**src/rtl/cpu_sequencer_if.sv**
```systemverilog
// Memory-bus interface between cpu_sequencer (master) and a memory (slave).
// A transfer is offered with mem_req held high together with stable mem_we/mem_addr/mem_wdata
// and completes on the first rising edge where mem_ack is also high; read data is valid
// alongside mem_ack in that same cycle.
//   mem_req   master->slave  request, held until acknowledged
//   mem_we    master->slave  1 = store, 0 = read
//   mem_addr  master->slave  byte address
//   mem_wdata master->slave  store data
//   mem_ack   slave->master  acknowledge
//   mem_rdata slave->master  read data
interface cpu_sequencer_if #(
    parameter int unsigned XLEN = 32
);
    logic            mem_req;
    logic            mem_we;
    logic [XLEN-1:0] mem_addr;
    logic [XLEN-1:0] mem_wdata;
    logic            mem_ack;
    logic [XLEN-1:0] mem_rdata;

    modport master (
        output mem_req,
        output mem_we,
        output mem_addr,
        output mem_wdata,
        input  mem_ack,
        input  mem_rdata
    );

    modport slave (
        input  mem_req,
        input  mem_we,
        input  mem_addr,
        input  mem_wdata,
        output mem_ack,
        output mem_rdata
    );
endinterface

```
**src/rtl/cpu_sequencer.sv**
```systemverilog
// Multi-cycle stage sequencer for the RISC-V core. Owns PC, IR and the memory-bus master and
// steps FETCH -> DECODE -> EXECUTE -> [MEMORY] -> WRITEBACK, with a req/ack memory handshake
// tolerating any number of wait states, branch redirect, halt, a sticky misaligned-target
// fault and a wrapping retired-instruction counter.
// Ports:
//   clk, reset      clock (rising edge) and asynchronous active-low reset
//   mem_io          memory-bus master (see cpu_sequencer_if)
//   is_mem_i, is_store_i, ea_i, store_data_i   memory-op info, sampled in EXECUTE
//   branch_taken_i, branch_tgt_i, halt_i       control-flow info, sampled in WRITEBACK
//   stage_o         0 FETCH, 1 DECODE, 2 EXECUTE, 3 MEMORY, 4 WRITEBACK, 5 HALT
//   pc_o, ir_o      PC and instruction word of the current instruction
//   load_data_o     data captured by the last load
//   rf_we_o         register-file write strobe (WRITEBACK, non-store only)
//   retire_o        one-cycle pulse during WRITEBACK
//   fault_o         sticky misaligned branch-target fault
//   instret_o       retired-instruction count (wraps)
module cpu_sequencer #(
    parameter int unsigned     XLEN         = 32,
    parameter logic [XLEN-1:0] RESET_VECTOR = '0,
    parameter int unsigned     CNT_W        = 32
) (
    input  logic                 clk,
    input  logic                 reset,
    cpu_sequencer_if.master      mem_io,
    input  logic                 is_mem_i,
    input  logic                 is_store_i,
    input  logic [XLEN-1:0]      ea_i,
    input  logic [XLEN-1:0]      store_data_i,
    input  logic                 branch_taken_i,
    input  logic [XLEN-1:0]      branch_tgt_i,
    input  logic                 halt_i,
    output logic [2:0]           stage_o,
    output logic [XLEN-1:0]      pc_o,
    output logic [31:0]          ir_o,
    output logic [XLEN-1:0]      load_data_o,
    output logic                 rf_we_o,
    output logic                 retire_o,
    output logic                 fault_o,
    output logic [CNT_W-1:0]     instret_o
);

    typedef enum logic [2:0] {
        StFetch     = 3'd0,
        StDecode    = 3'd1,
        StExecute   = 3'd2,
        StMemory    = 3'd3,
        StWriteback = 3'd4,
        StHalt      = 3'd5
    } stage_e;

    stage_e            state_q;
    logic [XLEN-1:0]   pc_q;
    logic [31:0]       ir_q;
    logic              req_q;
    logic              we_q;
    logic [XLEN-1:0]   addr_q;
    logic [XLEN-1:0]   wdata_q;
    logic [XLEN-1:0]   load_q;
    logic              store_q;
    logic              rf_we_q;
    logic              retire_q;
    logic              fault_q;
    logic [CNT_W-1:0]  instret_q;
    logic [XLEN-1:0]   next_pc;

    always_comb begin
        next_pc = branch_taken_i ? branch_tgt_i : pc_q + XLEN'(4);
    end

    always_ff @(posedge clk or negedge reset) begin
        if (!reset) begin
            state_q   <= StFetch;
            pc_q      <= RESET_VECTOR;
            ir_q      <= '0;
            req_q     <= 1'b0;
            we_q      <= 1'b0;
            addr_q    <= '0;
            wdata_q   <= '0;
            load_q    <= '0;
            store_q   <= 1'b0;
            rf_we_q   <= 1'b0;
            retire_q  <= 1'b0;
            fault_q   <= 1'b0;
            instret_q <= '0;
        end else begin
            // Strobes are set only on the edge entering WRITEBACK, so they cover exactly that cycle.
            rf_we_q  <= 1'b0;
            retire_q <= 1'b0;
            case (state_q)
                StFetch: begin
                    if (!req_q) begin
                        // Bubble after reset: issue the first fetch from the reset PC.
                        req_q  <= 1'b1;
                        we_q   <= 1'b0;
                        addr_q <= pc_q;
                    end else if (mem_io.mem_ack) begin
                        ir_q    <= mem_io.mem_rdata[31:0];
                        req_q   <= 1'b0;
                        state_q <= StDecode;
                    end
                end
                StDecode: begin
                    state_q <= StExecute;
                end
                StExecute: begin
                    store_q <= is_mem_i & is_store_i;
                    if (is_mem_i) begin
                        req_q   <= 1'b1;
                        we_q    <= is_store_i;
                        addr_q  <= ea_i;
                        wdata_q <= store_data_i;
                        state_q <= StMemory;
                    end else begin
                        retire_q <= 1'b1;
                        rf_we_q  <= 1'b1;
                        state_q  <= StWriteback;
                    end
                end
                StMemory: begin
                    if (req_q && mem_io.mem_ack) begin
                        req_q <= 1'b0;
                        if (!store_q) begin
                            load_q <= mem_io.mem_rdata;
                        end
                        retire_q <= 1'b1;
                        rf_we_q  <= ~store_q;
                        state_q  <= StWriteback;
                    end
                end
                StWriteback: begin
                    instret_q <= instret_q + CNT_W'(1);
                    if (branch_taken_i && (branch_tgt_i[1:0] != 2'b00)) begin
                        // Misaligned target: keep the faulting PC visible and stop.
                        fault_q <= 1'b1;
                        state_q <= StHalt;
                    end else begin
                        pc_q <= next_pc;
                        if (halt_i) begin
                            state_q <= StHalt;
                        end else begin
                            req_q   <= 1'b1;
                            we_q    <= 1'b0;
                            addr_q  <= next_pc;
                            state_q <= StFetch;
                        end
                    end
                end
                StHalt: begin
                end
                default: begin
                    // Unreachable encodings: park safely and flag it.
                    req_q   <= 1'b0;
                    we_q    <= 1'b0;
                    fault_q <= 1'b1;
                    state_q <= StHalt;
                end
            endcase
        end
    end

    assign mem_io.mem_req   = req_q;
    assign mem_io.mem_we    = we_q;
    assign mem_io.mem_addr  = addr_q;
    assign mem_io.mem_wdata = wdata_q;

    assign stage_o     = state_q;
    assign pc_o        = pc_q;
    assign ir_o        = ir_q;
    assign load_data_o = load_q;
    assign rf_we_o     = rf_we_q;
    assign retire_o    = retire_q;
    assign fault_o     = fault_q;
    assign instret_o   = instret_q;

endmodule

```
**src/flat_wrapper.sv**
```systemverilog
// flat-port wrapper written by rule: the top's interface ports become plain ports
module cpu_sequencer_flat 
#(
    parameter int unsigned     XLEN         = 32,
    parameter logic [XLEN-1:0] RESET_VECTOR = '0,
    parameter int unsigned     CNT_W        = 32
)
  (clk, reset, is_mem_i, is_store_i, ea_i, store_data_i, branch_taken_i, branch_tgt_i, halt_i, stage_o, pc_o, ir_o, load_data_o, rf_we_o, retire_o, fault_o, instret_o, mem_io_mem_req, mem_io_mem_we, mem_io_mem_addr, mem_io_mem_wdata, mem_io_mem_ack, mem_io_mem_rdata);
  cpu_sequencer_if #(.XLEN(XLEN)) mem_io_i ();
  input  logic clk;
  input  logic reset;
  input  logic is_mem_i;
  input  logic is_store_i;
  input  logic [XLEN-1:0] ea_i;
  input  logic [XLEN-1:0] store_data_i;
  input  logic branch_taken_i;
  input  logic [XLEN-1:0] branch_tgt_i;
  input  logic halt_i;
  output logic [2:0] stage_o;
  output logic [XLEN-1:0] pc_o;
  output logic [31:0] ir_o;
  output logic [XLEN-1:0] load_data_o;
  output logic rf_we_o;
  output logic retire_o;
  output logic fault_o;
  output logic [CNT_W-1:0] instret_o;
  output wire logic [$bits(mem_io_i.mem_req)-1:0] mem_io_mem_req;
  output wire logic [$bits(mem_io_i.mem_we)-1:0] mem_io_mem_we;
  output wire logic [$bits(mem_io_i.mem_addr)-1:0] mem_io_mem_addr;
  output wire logic [$bits(mem_io_i.mem_wdata)-1:0] mem_io_mem_wdata;
  input wire logic [$bits(mem_io_i.mem_ack)-1:0] mem_io_mem_ack;
  input wire logic [$bits(mem_io_i.mem_rdata)-1:0] mem_io_mem_rdata;
  assign mem_io_mem_req = mem_io_i.mem_req;
  assign mem_io_mem_we = mem_io_i.mem_we;
  assign mem_io_mem_addr = mem_io_i.mem_addr;
  assign mem_io_mem_wdata = mem_io_i.mem_wdata;
  assign mem_io_i.mem_ack = mem_io_mem_ack;
  assign mem_io_i.mem_rdata = mem_io_mem_rdata;
  cpu_sequencer #(.XLEN(XLEN), .RESET_VECTOR(RESET_VECTOR), .CNT_W(CNT_W)) u_core (.clk(clk), .reset(reset), .mem_io(mem_io_i), .is_mem_i(is_mem_i), .is_store_i(is_store_i), .ea_i(ea_i), .store_data_i(store_data_i), .branch_taken_i(branch_taken_i), .branch_tgt_i(branch_tgt_i), .halt_i(halt_i), .stage_o(stage_o), .pc_o(pc_o), .ir_o(ir_o), .load_data_o(load_data_o), .rf_we_o(rf_we_o), .retire_o(retire_o), .fault_o(fault_o), .instret_o(instret_o));
endmodule
```
**config.mk**
```make
export PLATFORM = sky130hd
export DESIGN_NAME = cpu_sequencer_flat
export DESIGN_NICKNAME = d
export VERILOG_FILES = /design/src/rtl/cpu_sequencer_if.sv /design/src/rtl/cpu_sequencer.sv /design/src/flat_wrapper.sv
export SDC_FILE = /design/constraint.sdc
export NUM_CORES = 1
export LEC_CHECK = 0
export ABC_AREA = 1
export CAP_MARGIN = 20
export CORE_MARGIN = 2
export CORE_UTILIZATION = 35
export DETAILED_ROUTE_END_ITERATION = 6
export PLACE_DENSITY_LB_ADDON = 0.2
export SLEW_MARGIN = 30
export SYNTH_ARGS = -nofsm -noshare
export SYNTH_HDL_FRONTEND = slang
export SYNTH_SLANG_ARGS = --single-unit
```
**constraint.sdc**
```tcl
create_clock -name clk -period 2.59 [get_ports clk]
set_clock_uncertainty 0.2 [all_clocks]
set_input_delay 0.777 -clock clk [delete_from_list [all_inputs] [get_ports clk]]
set_output_delay 0.777 -clock clk [all_outputs]
set_load 0.01 [all_outputs]
```
==> results.yml, run 1 <==
clocking:
  cts_tree: "done"
  h-tree-depth: 1
  cts_buffers: 25
  cts-root-buf: "clkbuf_16"
  clockBufferDepth: 3
  clk_latency_ns: 0.53
  cts_sinks: 201
  cts.clk_slew.worst_paths_ns: 0.06
worst_setup_path:
  reg2reg_depth: 12
  critPathLaunchType: "register"
  critPathTopFamily: "buffers and inverters"
  cp-end-kind: "output port"
  cp_slowest_cell: "clkdlybuf4s50_1"
  cp.arrival_ns: 1.58
  cp_num_buf_inv: 1
  cp_max_fo: 4
  crit_chain: "clkdlybuf4s50_1"
  slowest_delay_ns: 0.59
  required_ns: 1.61
  cp_num_cells: 1
  critPathKind: "reg2out"
drt:
  first_pass_iters: 5
  num_vias: 9831
  viasPerCell: 4.886
  ant_nets: 0
  drc: 0
  first_iter_violations: 632
  wl_per_cell_um: 16.63
  drt-total-wl_um: 33460
grt:
  grt_pass1_vias: 9628
  grt_pass1_wl_um: 52450
  track_usage_pct: 22.53
  grt_overflow: 0
  antenna_found_initial: 2
  grt_max_degree: 63
timing:
  setup_slack_ns: 0.03157
  finalSetupViolations: 0
  tightest_slew_ns: 0.5218
  rsz0062_at_grt: "no"
  whs_ns: 0.2740
  fmax_mhz: 390.9
  fin_crit_sh_pct: 98.78
  slew_violations: 0
  post-route-min-period_ns: 2.558
  finalHoldViolCount: 0
  slew_headroom_pct: 64.94
cells_and_area:
  fill_cells: 2628
  final_cells: 2012
  final_common_cell: "nand2_1"
  synthToLayoutAreaGrowth_pct: 49.44
  drive_gt1_share_pct: 8.211
  nets: 1752
  layout_common_cells: "386 x nand2_1, 323 x clkdlybuf4s50_1, 190 x dfrtp_1"
place:
  dpl_worst_slack_ns: -0.2368
  dp_hpwl_um: 24810
  dpl.cell_count: 1965
  gp_congestion: 0.8993
  portBuffers: 334
logic_synthesis:
  synth_area_mm2: 0.009906
  syn_area_per_cell_um2: 7.843
  ys_ff_latch: 201
  syn_nets: 1400
  ys_async_sr_fraction_pct: 100.0
  synth-edff-count: 0
  synth_cells: 1263
  yosysUniqueCellTypes: 44
  ys_warn_count: 0
  synth_ff_type: "dfrtp_1"
  ys_seq_area_share_pct: 50.78
floorplan:
  die_h_um: 172.2
  dieArea_mm2: 0.02966
  die_w_um: 172.2
  start_util_pct: 35.56
  coreArea_mm2: 0.02786
  io_pins: 335
  row_count: 61
status:
  status: "complete, no violations"
pwr:
  peakVddDrop_v: 0.0004534
  cellLeakagePower_nw: 6.771
  power.density_mw_per_mm2: 517.5
run:
  drv_cap: 0
min_path:
  hold_depth: 2
  hold_path_class: "reg2reg"
[worst register-to-register path: cells and delay by family, from the launching register on]
kind,cells,cell delay [ns]
AND/OR/NAND/NOR,9,0.95
flip-flops,1,0.44
adder cells (fa/ha/maj),1,0.23
buffers and inverters,1,0.19
AO/OA/AOI/OAI,1,0.14
[synth_stat cells, types with 2 or more instances]
| master | instances | area [um^2] |
|---|---|---|
| ha_1 | 2 | 25.02 |
| nor2_4 | 3 | 33.78 |
| clkbuf_1 | 25 | 93.84 |
| nor2_1 | 136 | 510.5 |
| xor2_1 | 27 | 236.5 |
| buf_6 | 3 | 33.78 |
| nand4_1 | 11 | 68.82 |
| o21ai_0 | 103 | 515.5 |
| nor3_1 | 13 | 65.06 |
| xnor2_1 | 6 | 52.55 |
| buf_2 | 16 | 80.08 |
| buf_1 | 2 | 7.510 |
| mux2_2 | 2 | 22.52 |
| a21oi_1 | 33 | 165.2 |
| nand2_1 | 386 | 1449 |
| dfrtp_1 | 201 | 5030 |
| or2_2 | 19 | 118.9 |
| nand2_2 | 2 | 12.51 |
| inv_2 | 5 | 18.77 |
| o21ai_1 | 2 | 10.01 |
| a41oi_1 | 5 | 43.79 |
| o211ai_1 | 4 | 30.03 |
| nor2_2 | 4 | 25.02 |
| o21a_1 | 31 | 232.7 |
| inv_1 | 117 | 439.2 |
| o22ai_1 | 3 | 18.77 |
| nand3_1 | 85 | 425.4 |
[state kept, by name, indices dropped and copies added (netlist names)]
signal,flops
u_core.stage_o,3
u_core.pc_o,32
u_core.rf_we_o,1
u_core.instret_o,32
u_core.mem_io.mem_addr,32
u_core.store_q,1
u_core.mem_io.mem_we,1
u_core.mem_io.mem_req,1
u_core.ir_o,32
u_core.mem_io.mem_wdata,32
u_core.load_data_o,32
u_core.fault_o,1
u_core.retire_o,1
[cells by family after synthesis]
logic type | after synthesis | synth area share [%]
muxes | 2 | 0.2273
and+or+nand+nor | 667 | 28.13
DFF | 201 | 50.78
buffers and inverters | 171 | 6.960
AOI/OAI and AO/OA | 187 | 10.74
xor gates and xnor gates | 33 | 2.918
adders and majority gates | 2 | 0.2526
[layout make-up]
cell class / instances / area, um^2 / share of cell area (%)
Multi-Input combinational cell: 891 / 4207 / 28.42
Clock inverter: 6 / 72.57 / 0.4902
Clock buffer: 38 / 774.5 / 5.232
Timing Repair Buffer: 373 / 3766 / 25.44
Antenna cell: 2 / 5.005 / 0.03381
Sequential cell: 201 / 5044 / 34.07
Tap cell: 378 / 473.0 / 3.195
Inverter: 123 / 461.7 / 3.119
[power breakdown]
part | internal [mW] | leakage [nW] | switching, mW
logic | 0.429 | 3.72 | 0.377
clock network | 2.16 | 0.419 | 1.39
registers | 3.22 | 2.63 | 0.0895
total | 5.81 | 6.77 | 1.86
[final timing paths]
path	from	end	slack, ns
max	u_core.pc_o[5]	pc_o[5]	0.03
min	u_core.mem_io.mem_wdata[20]	u_core.mem_io.mem_wdata[20]	0.27
max reg2reg	u_core.pc_o[3]	u_core.mem_io.mem_addr[20]	0.35
min reg2reg	u_core.mem_io.mem_wdata[20]	u_core.mem_io.mem_wdata[20]	0.27
max in group asynchronous	reset	u_core.ir_o[29]	1.05
min in group asynchronous	reset	u_core.mem_io.mem_wdata[9]	0.54
[metrics by stage]
stage	cell area (um^2)	power [mW]	util [%]	TNS [ns]
CTS	14780	7.758	53.07	0
finish	14800	7.661	53.14	0
global placement	13930	4.161	50.00	-2.727
detailed placement	13930	4.167	50.00	-4.816
floorplan	9906	3.611	-	0
global route	14800	7.963	53.14	0
[timing repair]
item                                    in CTS  in global routing
endpoints found under the setup margin      11                  9
resized for setup                           12                  9
setup buffers                                0                  0
endpoints found under the hold margin       38                  0
hold buffers                                 1                  0
[layer usage]
layer / routed length [um] / vias to the layer above / global-route usage (%)
met2: 15250 / 386 / 35.83
met3: 3204 / 63 / 6.935
met1: 14060 / 4659 / 29.68
met5: 13 / - / 0
li1: - / 4721 / -
met4: 929 / 2 / 6.467
(Power assumes the default switching activity.)
==> inputs of run 2 (changes only) <==
Settings changed: CORE_MARGIN 2 to not set.
==> results.yml, run 2 (synthesis gave the netlist of run 1 again) <==
status:
  status: "complete, no violations"
place:
  dp_hpwl_um: 24410
  dpl.cell_count: 1963
  gp_congestion: 0.9343
  portBuffers: 334
  dpl_worst_slack_ns: -0.09293
pwr:
  fin_total_pwr_mw: 7.649
  peakVddDrop_v: 0.0003942
  cellLeakagePower_nw: 6.744
  power.density_mw_per_mm2: 516.3
min_path:
  hold_path_class: "reg2reg"
cells_and_area:
  nets: 1750
  final_cells: 2010
  synthToLayoutAreaGrowth_pct: 49.56
  drive_gt1_share_pct: 8.027
  final_common_cell: "nand2_1"
  fill_cells: 2642
  antenna_cells: 0
  layout_common_cells: "386 x nand2_1, 328 x clkdlybuf4s50_1, 190 x dfrtp_1"
floorplan:
  die_w_um: 170.2
  row_count: 61
  die_h_um: 170.2
  start_util_pct: 35.66
  coreArea_mm2: 0.02778
  io_pins: 335
  dieArea_mm2: 0.02898
timing:
  finalSetupViolations: 0
  tightest_slew_ns: 0.5425
  finalHoldViolCount: 0
  fin_crit_sh_pct: 98.62
  fmax_mhz: 391.5
  slew_violations: 0
  setup_slack_ns: 0.03577
  finalSetupTns_ns: 0
  rsz0062_at_grt: "no"
  slew_headroom_pct: 63.70
  post-route-min-period_ns: 2.554
grt:
  grt_pass1_vias: 9489
  grt_max_degree: 63
  track_usage_pct: 22.67
  grt_overflow: 0
  antenna_found_initial: 0
  grt_pass1_wl_um: 51520
drt:
  ant_nets: 0
  wl_per_cell_um: 16.35
  viasPerCell: 4.811
  first_iter_violations: 816
  drt-total-wl_um: 32850
  drc: 0
  first_pass_iters: 5
  num_vias: 9670
worst_setup_path:
  cp-end-kind: "output port"
  r2r_slack_ns: 0.37
  critPathKind: "reg2out"
  crit_chain: "clkdlybuf4s50_1"
  cp_slowest_cell: "clkdlybuf4s50_1"
  cp_max_fo: 5
  slowest_delay_ns: 0.58
  cp_num_buf_inv: 1
  required_ns: 1.61
  critPathLaunchType: "register"
  critPathTopFamily: "buffers and inverters"
  cp.arrival_ns: 1.58
clocking:
  h-tree-depth: 1
  cts_tree: "done"
  post_cts_buffers: 0
  cts_buffers: 25
  cts.clk_slew.worst_paths_ns: 0.06
  clk_latency_ns: 0.53
  cts_sinks: 201
  clockBufferDepth: 3
  cts-root-buf: "clkbuf_16"
run:
  drv_cap: 0
==> run 2: cell count changes in the layout (fill, tap and decap cells not counted) <==
cell,delta
clkinv_2,-2
diode_2,-2
clkinv_4,+1
dlygate4sd2_1,-4
clkbuf_1,+3
dlymetal6s2s_1,-1
clkdlybuf4s50_1,+5
buf_12,+2
inv_6,+1
inv_16,-1
clkinvlp_4,-1
buf_4,-4
clkbuf_8,+1
==> run 2: worst paths after layout <==
kind | startpoint | end | cells after the start
setup reg to reg | u_core.pc_o[3] | u_core.mem_io.mem_addr[20] | 12
setup / recovery | u_core.pc_o[22] | pc_o[22] | 1
hold reg to reg | u_core.mem_io.mem_wdata[6] | u_core.mem_io.mem_wdata[6] | 2
min in group asynchronous | reset | u_core.ir_o[9] | 2
hold / removal | u_core.mem_io.mem_wdata[6] | u_core.mem_io.mem_wdata[6] | 2
max in group asynchronous | reset | u_core.pc_o[20] | 3
==> run 2: final cells by class <==
| class | instances | area (um^2) | area share [%] |
|---|---|---|---|
| inverter | 123 | 461.7 | 3.116 |
| timing repair buffer | 371 | 3779 | 25.50 |
| clock inverter | 4 | 52.55 | 0.3547 |
| multi-input combinational | 891 | 4207 | 28.39 |
| sequential | 201 | 5044 | 34.04 |
| clock buffer | 42 | 799.5 | 5.396 |
| tap | 378 | 473.0 | 3.192 |
==> run 2: what timing repair did <==
| item | 4_1_cts | 5_1_grt |
|---|---|---|
| hold buffers | 1 | 0 |
| resized for setup | 10 | 6 |
| endpoints found under the hold margin | 25 | 0 |
| endpoints found under the setup margin | 9 | 6 |
==> run 2: routing by layer <==
layer	wire length [um]	global-route usage, %	vias to the layer above	share of wire [%]
li1	-	-	4721	-
met1	13770	29.34	4516	42
met2	15140	36.64	369	46
met3	3036	6.419	64	9.2
met4	905	6.933	0	2.8
met5	0	0	-	0
==> run 2: where the power goes <==
group	leakage, nW	internal (mW)	total [mW]	switching, mW
Clock	0.421	2.19	3.55	1.36
Sequential	2.63	3.22	3.31	0.0904
Combinational	3.69	0.429	0.794	0.365
Total	6.74	5.84	7.65	1.81
==> run 2: metrics by stage <==
stage | utilization, % | hold WS [ns] | area, um^2
2_1_floorplan | - | 0.2814 | 9906
3_3_place_gp | 50.17 | 0.2603 | 13940
3_5_place_dp | 50.17 | 0.2638 | 13940
4_1_cts | 53.29 | 0.2796 | 14810
5_1_grt | 53.33 | 0.3005 | 14820
6_report | 53.33 | 0.2757 | 14820
==> inputs of run 3 (changes only) <==
Settings changed: CORE_UTILIZATION 35 to 46.
==> results.yml, run 3 (synthesis gave the netlist of run 1 again) <==
grt:
  track_usage_pct: 28.89
  grt_pass1_wl_um: 50470
  antenna_found_initial: 0
  grt_pass1_vias: 9844
  grt_overflow: 0
  grt_max_degree: 55
run:
  drv_cap: 0
timing:
  slew_violations: 0
  setup_slack_ns: 0.03938
  post-route-min-period_ns: 2.551
  finalHoldViolCount: 0
  slew_headroom_pct: 62.70
  fin_crit_sh_pct: 98.48
  tightest_slew_ns: 0.5575
  whs_ns: 0.05005
  finalSetupViolations: 0
  rsz0062_at_grt: "no"
  fmax_mhz: 392.1
drt:
  first_iter_violations: 622
  drc: 0
  drt-total-wl_um: 31560
  wl_per_cell_um: 16.64
  ant_nets: 0
  num_vias: 9754
  first_pass_iters: 5
  viasPerCell: 5.142
place:
  dp_hpwl_um: 23080
  portBuffers: 334
  dpl.cell_count: 1855
  gp_congestion: 0.9445
  dpl_worst_slack_ns: -0.1125
min_path:
  hold_path_class: "in2async"
worst_setup_path:
  cp.arrival_ns: 1.57
  reg2reg_depth: 7
  critPathLaunchType: "register"
  startpoint: "u_core.instret_o[0]"
  cp_max_fo: 6
  r2r_slack_ns: 0.38
  r2r-end: "u_core.instret_o[22]"
  cp_num_buf_inv: 1
  slowest_delay_ns: 0.60
  r2r-start: "u_core.instret_o[0]"
  cp-end-kind: "output port"
  critPathTopFamily: "buffers and inverters"
  cp_slowest_cell: "clkdlybuf4s50_1"
  critPathKind: "reg2out"
  required_ns: 1.61
  crit_chain: "clkdlybuf4s50_1"
pwr:
  peakVddDrop_v: 0.0005559
  power.density_mw_per_mm2: 520.7
  cellLeakagePower_nw: 6.696
clocking:
  clk_latency_ns: 0.52
  clockBufferDepth: 3
  post_cts_buffers: 0
  hold_buffers: 0
  cts_tree: "done"
  cts-root-buf: "clkbuf_16"
  h-tree-depth: 1
  cts_resized: 4
  cts.clk_slew.worst_paths_ns: 0.06
  cts_buffers: 23
  cts_sinks: 201
floorplan:
  io_pins: 335
  dieArea_mm2: 0.02213
  row_count: 53
  coreArea_mm2: 0.02109
  start_util_pct: 46.97
  die_h_um: 148.7
  die_w_um: 148.7
cells_and_area:
  final_common_cell: "nand2_1"
  synthToLayoutAreaGrowth_pct: 46.94
  drive_gt1_share_pct: 7.213
  layout_common_cells: "386 x nand2_1, 327 x clkdlybuf4s50_1, 198 x dfrtp_1"
  final_core_util_pct: 69.02
  antenna_cells: 0
  final_cells: 1897
  nets: 1742
status:
  status: "complete, no violations"
run 3: worst max-delay path by stage:
stage	end	slack, ns	cells past startpoint
after CTS	pc_o[4]	0.02	1
after floorplan	u_core.mem_io.mem_addr[0]	0.54	8
after global routing	pc_o[26]	0.002	1
after global placement	u_core.mem_io.mem_addr[1]	-0.02	9
final	instret_o[0]	0.04	1
after detailed placement	u_core.mem_io.mem_addr[3]	-0.11	9
run 3: power breakdown:
part | internal [mW] | total (mW) | switching [mW] | leakage, nW
clock | 2.14 | 3.48 | 1.34 | 0.401
combinational | 0.429 | 0.801 | 0.372 | 3.66
sequential | 3.22 | 3.30 | 0.0859 | 2.64
total | 5.78 | 7.58 | 1.80 | 6.70
run 3: routing by layer:
metal  global-route usage, %  part of all wire, %
met5                       0                    0
met4                   14.03                  5.1
met3                   9.144                   10
met2                   46.61                   46
met1                   35.04                   39
run 3: area by class of cell:
type	instances	area (um^2)
Fill cell	1726	6533
Sequential cell	201	5034
Multi-Input combinational cell	891	4207
Timing Repair Buffer	365	3696
Clock buffer	33	683.2
Inverter	123	461.7
Tap cell	275	344.1
Clock inverter	9	130.1
run 3: stage by stage:
stage	TNS, ns	instance area, um^2	power (mW)
2_1_floorplan	0	9906	3.611
3_3_place_gp	-0.05734	13730	4.143
3_5_place_dp	-1.146	13730	4.153
4_1_cts	0	14550	7.631
5_1_grt	0	14560	7.833
6_report	0	14560	7.579
